==> config.mk <==
export PLATFORM = sky130hd
export DESIGN_NAME = game_sequencer
export DESIGN_NICKNAME = d
export VERILOG_FILES = /design/src/rtl/game_sequencer.sv
export SDC_FILE = /design/constraint.sdc
export NUM_CORES = 1
export LEC_CHECK = 0
export ABC_CLOCK_PERIOD_IN_PS = 6200
export CAP_MARGIN = 20
export CORE_MARGIN = 5
export CORE_UTILIZATION = 47
export DETAILED_ROUTE_END_ITERATION = 8
export PLACE_DENSITY = 0.69
export SLEW_MARGIN = 20
export SYNTH_ARGS = -nofsm -noshare
export SYNTH_HDL_FRONTEND = slang
export SYNTH_SLANG_ARGS = --single-unit
==> constraint.sdc <==
create_clock -name clk -period 6.2 [get_ports clk]
set_clock_uncertainty 0.2 [all_clocks]
set_input_delay 1.24 -clock clk [delete_from_list [all_inputs] [get_ports clk]]
set_output_delay 1.24 -clock clk [all_outputs]
set_load 0.01 [all_outputs]
==> src/rtl/game_sequencer.sv <==
// rtl/game_sequencer.sv - snake game sequencer: state FSM, tick divider, 2-deep direction queue.
// Optional pause support is compiled in with `define PAUSE_EN.
module game_sequencer #(
    parameter int TICK_DIV = 10600000
) (
    input  logic       clk,
    input  logic       rst,
    input  logic       start,
    input  logic       pause,
    input  logic [3:0] kb_dir,
    input  logic [3:0] btn_dir,
    input  logic       lose,
    input  logic       win,
    output logic [2:0] state,
    output logic       tick,
    output logic       restart,
    output logic [1:0] dir
);

    localparam logic [26:0] DIV_LAST = 27'(TICK_DIV - 1);

    typedef enum logic [2:0] {
        S_IDLE   = 3'd0,
        S_PLAY   = 3'd1,
        S_PAUSED = 3'd2,
        S_OVER   = 3'd3,
        S_WON    = 3'd4
    } state_t;

    state_t      state_q, state_d;
    logic [26:0] div_q, div_d;
    logic        tick_q, tick_d;
    logic        restart_q, restart_d;
    logic [1:0]  dir_q, dir_d;
    logic [1:0]  q0_q, q0_d, q1_q, q1_d;
    logic [1:0]  cnt_q, cnt_d;
    logic        start_q;
    logic [3:0]  kb_q, btn_q;

    logic        start_edge, pause_edge;
    logic [3:0]  kb_e, btn_e;
    logic        kb_ok, btn_ok, cand_v, push, pop;
    logic [1:0]  cand, ref_dir, tail;

`ifdef PAUSE_EN
    logic pause_q;
    assign pause_edge = pause & ~pause_q;
`else
    logic unused_pause;
    assign unused_pause = pause;
    assign pause_edge   = 1'b0;
`endif

    // Key bit map (up,left,right,down) to head code (right=0,down=1,left=2,up=3)
    function automatic logic [1:0] code_of(input logic [3:0] b);
        case (b)
            4'b0001: code_of = 2'd3;
            4'b0010: code_of = 2'd2;
            4'b0100: code_of = 2'd0;
            default: code_of = 2'd1;
        endcase
    endfunction

    assign start_edge = start & ~start_q;
    assign kb_e       = kb_dir & ~kb_q;
    assign btn_e      = btn_dir & ~btn_q;
    assign kb_ok      = $onehot(kb_e);
    assign btn_ok     = $onehot(btn_e);
    assign cand       = kb_ok ? code_of(kb_e) : code_of(btn_e);
    assign cand_v     = (state_q == S_PLAY) && (kb_ok || btn_ok);
    assign tail       = (cnt_q == 2'd2) ? q1_q : q0_q;
    assign ref_dir    = (cnt_q != 2'd0) ? tail : dir_q;
    // Same axis (bit 0 equal) means either identical or a reversal
    assign push       = cand_v && (cand[0] != ref_dir[0]) && (cnt_q != 2'd2);
    assign pop        = tick_q && (cnt_q != 2'd0);

    always_comb begin
        state_d   = state_q;
        div_d     = div_q;
        dir_d     = dir_q;
        q0_d      = q0_q;
        q1_d      = q1_q;
        cnt_d     = cnt_q;
        restart_d = 1'b0;

        if (pop) dir_d = q0_q;
        case ({push, pop})
            2'b10: begin
                if (cnt_q == 2'd0) q0_d = cand;
                else               q1_d = cand;
                cnt_d = cnt_q + 2'd1;
            end
            2'b01: begin
                q0_d  = q1_q;
                cnt_d = cnt_q - 2'd1;
            end
            2'b11:   q0_d = cand;
            default: ;
        endcase

        case (state_q)
            S_PLAY: begin
                if (lose)            state_d = S_OVER;
                else if (win)        state_d = S_WON;
                else if (pause_edge) state_d = S_PAUSED;
                else                 div_d   = (div_q == DIV_LAST) ? 27'd0 : div_q + 27'd1;
            end
            S_PAUSED: begin
                if (!start_edge && pause_edge) state_d = S_PLAY;
            end
            default: ;
        endcase

        if (state_q != S_PLAY && start_edge) begin
            state_d   = S_PLAY;
            restart_d = 1'b1;
            div_d     = 27'd0;
            dir_d     = 2'd0;
            cnt_d     = 2'd0;
        end

        tick_d = (state_d == S_PLAY) && (div_d == DIV_LAST);
    end

    always_ff @(posedge clk or negedge rst) begin
        if (!rst) begin
            state_q   <= S_IDLE;
            div_q     <= 27'd0;
            tick_q    <= 1'b0;
            restart_q <= 1'b0;
            dir_q     <= 2'd0;
            q0_q      <= 2'd0;
            q1_q      <= 2'd0;
            cnt_q     <= 2'd0;
            start_q   <= 1'b0;
            kb_q      <= 4'd0;
            btn_q     <= 4'd0;
`ifdef PAUSE_EN
            pause_q   <= 1'b0;
`endif
        end else begin
            state_q   <= state_d;
            div_q     <= div_d;
            tick_q    <= tick_d;
            restart_q <= restart_d;
            dir_q     <= dir_d;
            q0_q      <= q0_d;
            q1_q      <= q1_d;
            cnt_q     <= cnt_d;
            start_q   <= start;
            kb_q      <= kb_dir;
            btn_q     <= btn_dir;
`ifdef PAUSE_EN
            pause_q   <= pause;
`endif
        end
    end

    assign state   = state_q;
    assign tick    = tick_q;
    assign restart = restart_q;
    assign dir     = dir_q;

endmodule

==> impl_metrics.tcl <==
set metrics [dict create \
    outcome "complete, no violations" \
    core.rowCount 28 \
    yosysWarnings 0 \
    crit_path_start_kind "input pin" \
    worstSkewPairLatency_ns 0.31 \
    wire_per_inst_um 15.42 \
    wl_um 6214 \
    dr.pass1.iters 4 \
    syn-num-nets 336 \
    tightest_slew_ns 0.7601 \
    crit_cells 15 \
    vias_per_cell 5.603 \
    dominantRegCellSynth "dfrtp_1" \
    rsz0062_at_grt "no" \
    synth_edf_count 0 \
    syn_area_um2 2892 \
    slowest_stage "or4_1" \
    cts_setup_buffers 0 \
    grt_overflow_total 0 \
    num_antenna_cells 0 \
    cts-htree-levels 2 \
    core-area_um2 5956 \
    die_y_um 88.44 \
    track_usage_pct 17.92 \
    path_cells "clkdlybuf4s50_1, nand2b_1, fa_1, inv_1, ha_1, ha_1, nor3b_1, nand2_1, o22ai_1, xnor2_1, or4_1, ha_1, xnor2_1, or3_1, a21oi_1" \
    synth_compound_area_share_pct 7.919 \
    synth-xor-area-share_pct 7.572 \
    crit_fanout 4 \
    critPathTopFamily "simple AND/OR/NAND/NOR gates" \
    muxShareOfSynthArea_pct 3.635 \
    yosys.area.top_type "dfrtp_1" \
    report.final.slew_viol_count 0 \
    synth_top_area_share_pct 42.41 \
    dpl_cell_area_um2 3148 \
    post_cts_resized 0 \
    setup-violations-final 0 \
    min_path_cells 1 \
    hp-class "flip-flop to flip-flop" \
    cpMostUsedCell "ha_1" \
    synthArstFlopShare_pct 100.0 \
    port_buffers 19 \
    synthTopCellsByArea "dfrtp_1 42%, ha_1 5.6%, nor2_1 4.5%" \
    cp.required_ns 6.23 \
    worst_r2r_path_depth 14 \
    grt_pass1_wl_um 11010 \
    drtIter0Drc 81 \
    synth_top_family_by_area "simple AND/OR/NAND/NOR gates" \
    ys_seq_area_share_pct 42.41 \
    nFillCells 545 \
    hpwl_um 4484 \
    ys_types 46 \
    crit_type "input pin to flip-flop" \
    numCtsBuffers 5 \
    vias 2258 \
    cts_sinks 49 \
    clk_pin_slew_worst_paths_ns 0.10 \
    period_needed_ns 5.173 \
    start_util_pct 48.55 \
    finalHoldViolations 0 \
    cts.path.max_buffers 2 \
    ir_drop_mv 0.1215 \
    finalPower_uw 840.4 \
    nNetsFinal 356 \
    max_freq_mhz 193.3 \
    synth-adder-area-share_pct 7.010 \
    stdcell_area_um2 3271 \
    grt_max_degree 50 \
    synthCells 307 \
    dieArea_um2 7821 \
    grt_pass1_vias 2252 \
    cts_root_buffer "clkbuf_8" \
    drcViolationCount 0 \
    cp-end-kind "flip-flop" \
    syn_to_final_growth_pct 13.11 \
    cts_tree "done" \
    layout-drive-gt1-share_pct 6.098 \
    synthSimpleGateAreaFrac_pct 28.21 \
    die_x_um 88.44 \
    leakagePower_nw 1.417 \
    cp_num_buf_inv 2 \
    period_share_pct 83.43 \
    boundaryPins 21 \
    holdBufCountCts 0 \
    critPathMaxStageDelay_ns 0.58 \
    ys_seq_elements 49 \
    power.density_nw_per_um2 256.9 \
    slew_headroom_pct 48.94 \
    finalSetupTns_ns 0 \
    grt_antenna_before_repair 0 \
    drtAntennaViolNets 0 \
    hold_slack_ns 0.3166 \
    maxCapViolCount 0 \
    postSynthAreaPerCell_um2 9.419 \
    worst_ep_arrival_time_ns 5.20 \
    place_congestion 0.8845 \
]
[cells in the final DEF (no fill, tap or decap), types with 4 or more instances in the layout]
cell type and instances:
and4_1 4, nor2_1 35, mux2i_1 6, nor4_1 9, a31oi_1 4, clkdlybuf4s50_1 18, xnor2_1 15, nor3b_1 5
nor3_1 10, nand3_1 6, inv_1 16, dfrtp_1 49, ha_1 13, o211ai_1 4, nor2b_1 9, nand2_1 26
clkbuf_8 6, nand2b_1 10, nand4_1 9, mux2_2 4, and3_1 6, xor2_1 10, a21oi_1 8, o21ai_0 12
[path summary, 6_finish.rpt]
path                                 from  endpoint  slack [ns]
worst max register to register    kb_q[0]  cnt_q[1]        1.99
worst min-delay path              q1_q[1]   q1_q[1]        0.32
worst min register to register    q1_q[1]   q1_q[1]        0.32
max in group asynchronous             rst  div_q[9]        4.64
min in group asynchronous             rst   kb_q[2]        0.74
worst max-delay path            kb_dir[0]  cnt_q[1]        1.03
[Yosys cell counts, types with 6 or more instances]
cell type / instances
mux2i_1: 6
a21oi_1: 8
xor2_1: 10
dfrtp_1: 49
xnor2_1: 15
nand3_1: 6
nand2_1: 26
and3_1: 6
nand2b_1: 10
nor3_1: 10
nand4_1: 9
ha_1: 13
nor2b_1: 9
o21ai_0: 12
inv_1: 16
nor4_1: 9
nor2_1: 35
[report_power, final]
group | internal (mW) | switching [mW]
combinational | 0.0907 | 0.109
sequential | 0.354 | 0.0421
clock | 0.131 | 0.113
total | 0.576 | 0.264
[state kept, by name, summed over array words and instances, names as in the netlist]
signal,count
start_q,1
cnt_q,2
kb_q,4
restart,1
tick,1
div_q,27
q1_q,2
dir,2
btn_q,4
q0_q,2
state,3
[per-stage QoR]
| stage | worst slack (ns) | instances | utilization [%] |
|---|---|---|---|
| final | 1.027 | 403 | 54.92 |
| after global routing | 0.7216 | 403 | 54.92 |
| after CTS | 1.022 | 403 | 54.87 |
| after detailed placement | 0.6956 | 395 | 52.86 |
| after global placement | 0.7832 | 395 | 52.86 |
| after floorplan | 1.538 | 307 | - |
[worst register-to-register path, stage by stage (launching register included)]
cell	delay, ns
dfrtp_1	0.37
nand2b_1	0.21
fa_1	0.55
inv_1	0.04
ha_1	0.17
ha_1	0.27
nor3b_1	0.34
nand2_1	0.12
o22ai_1	0.28
xnor2_1	0.12
or4_1	0.58
ha_1	0.27
xnor2_1	0.15
or3_1	0.32
a21oi_1	0.15
[cell families after synthesis]
kind of cell	after synthesis
compound gates	37
simple gates	147
buf+inv	24
mux	10
flops	49
fa+ha+maj	15
xor+xnor	25
[metal layers]
metal	share of wire, %	up-vias	GRT usage, %
li1	-	1118	-
met1	48	1084	24.29
met2	47	50	29.71
met3	4.6	6	3.166
met4	0.92	0	4.808
met5	0	-	0
[cell type report]
cell class,instances,area (um^2),share of cell area [%]
Sequential cell,49,1226,37.49
Clock buffer,6,82.58,2.525
Multi-Input combinational cell,234,1572,48.05
Inverter,17,63.81,1.951
Clock inverter,2,37.54,1.148
Timing Repair Buffer,20,195.2,5.968
Tap cell,75,93.84,2.869
(Power assumes the default switching activity.)
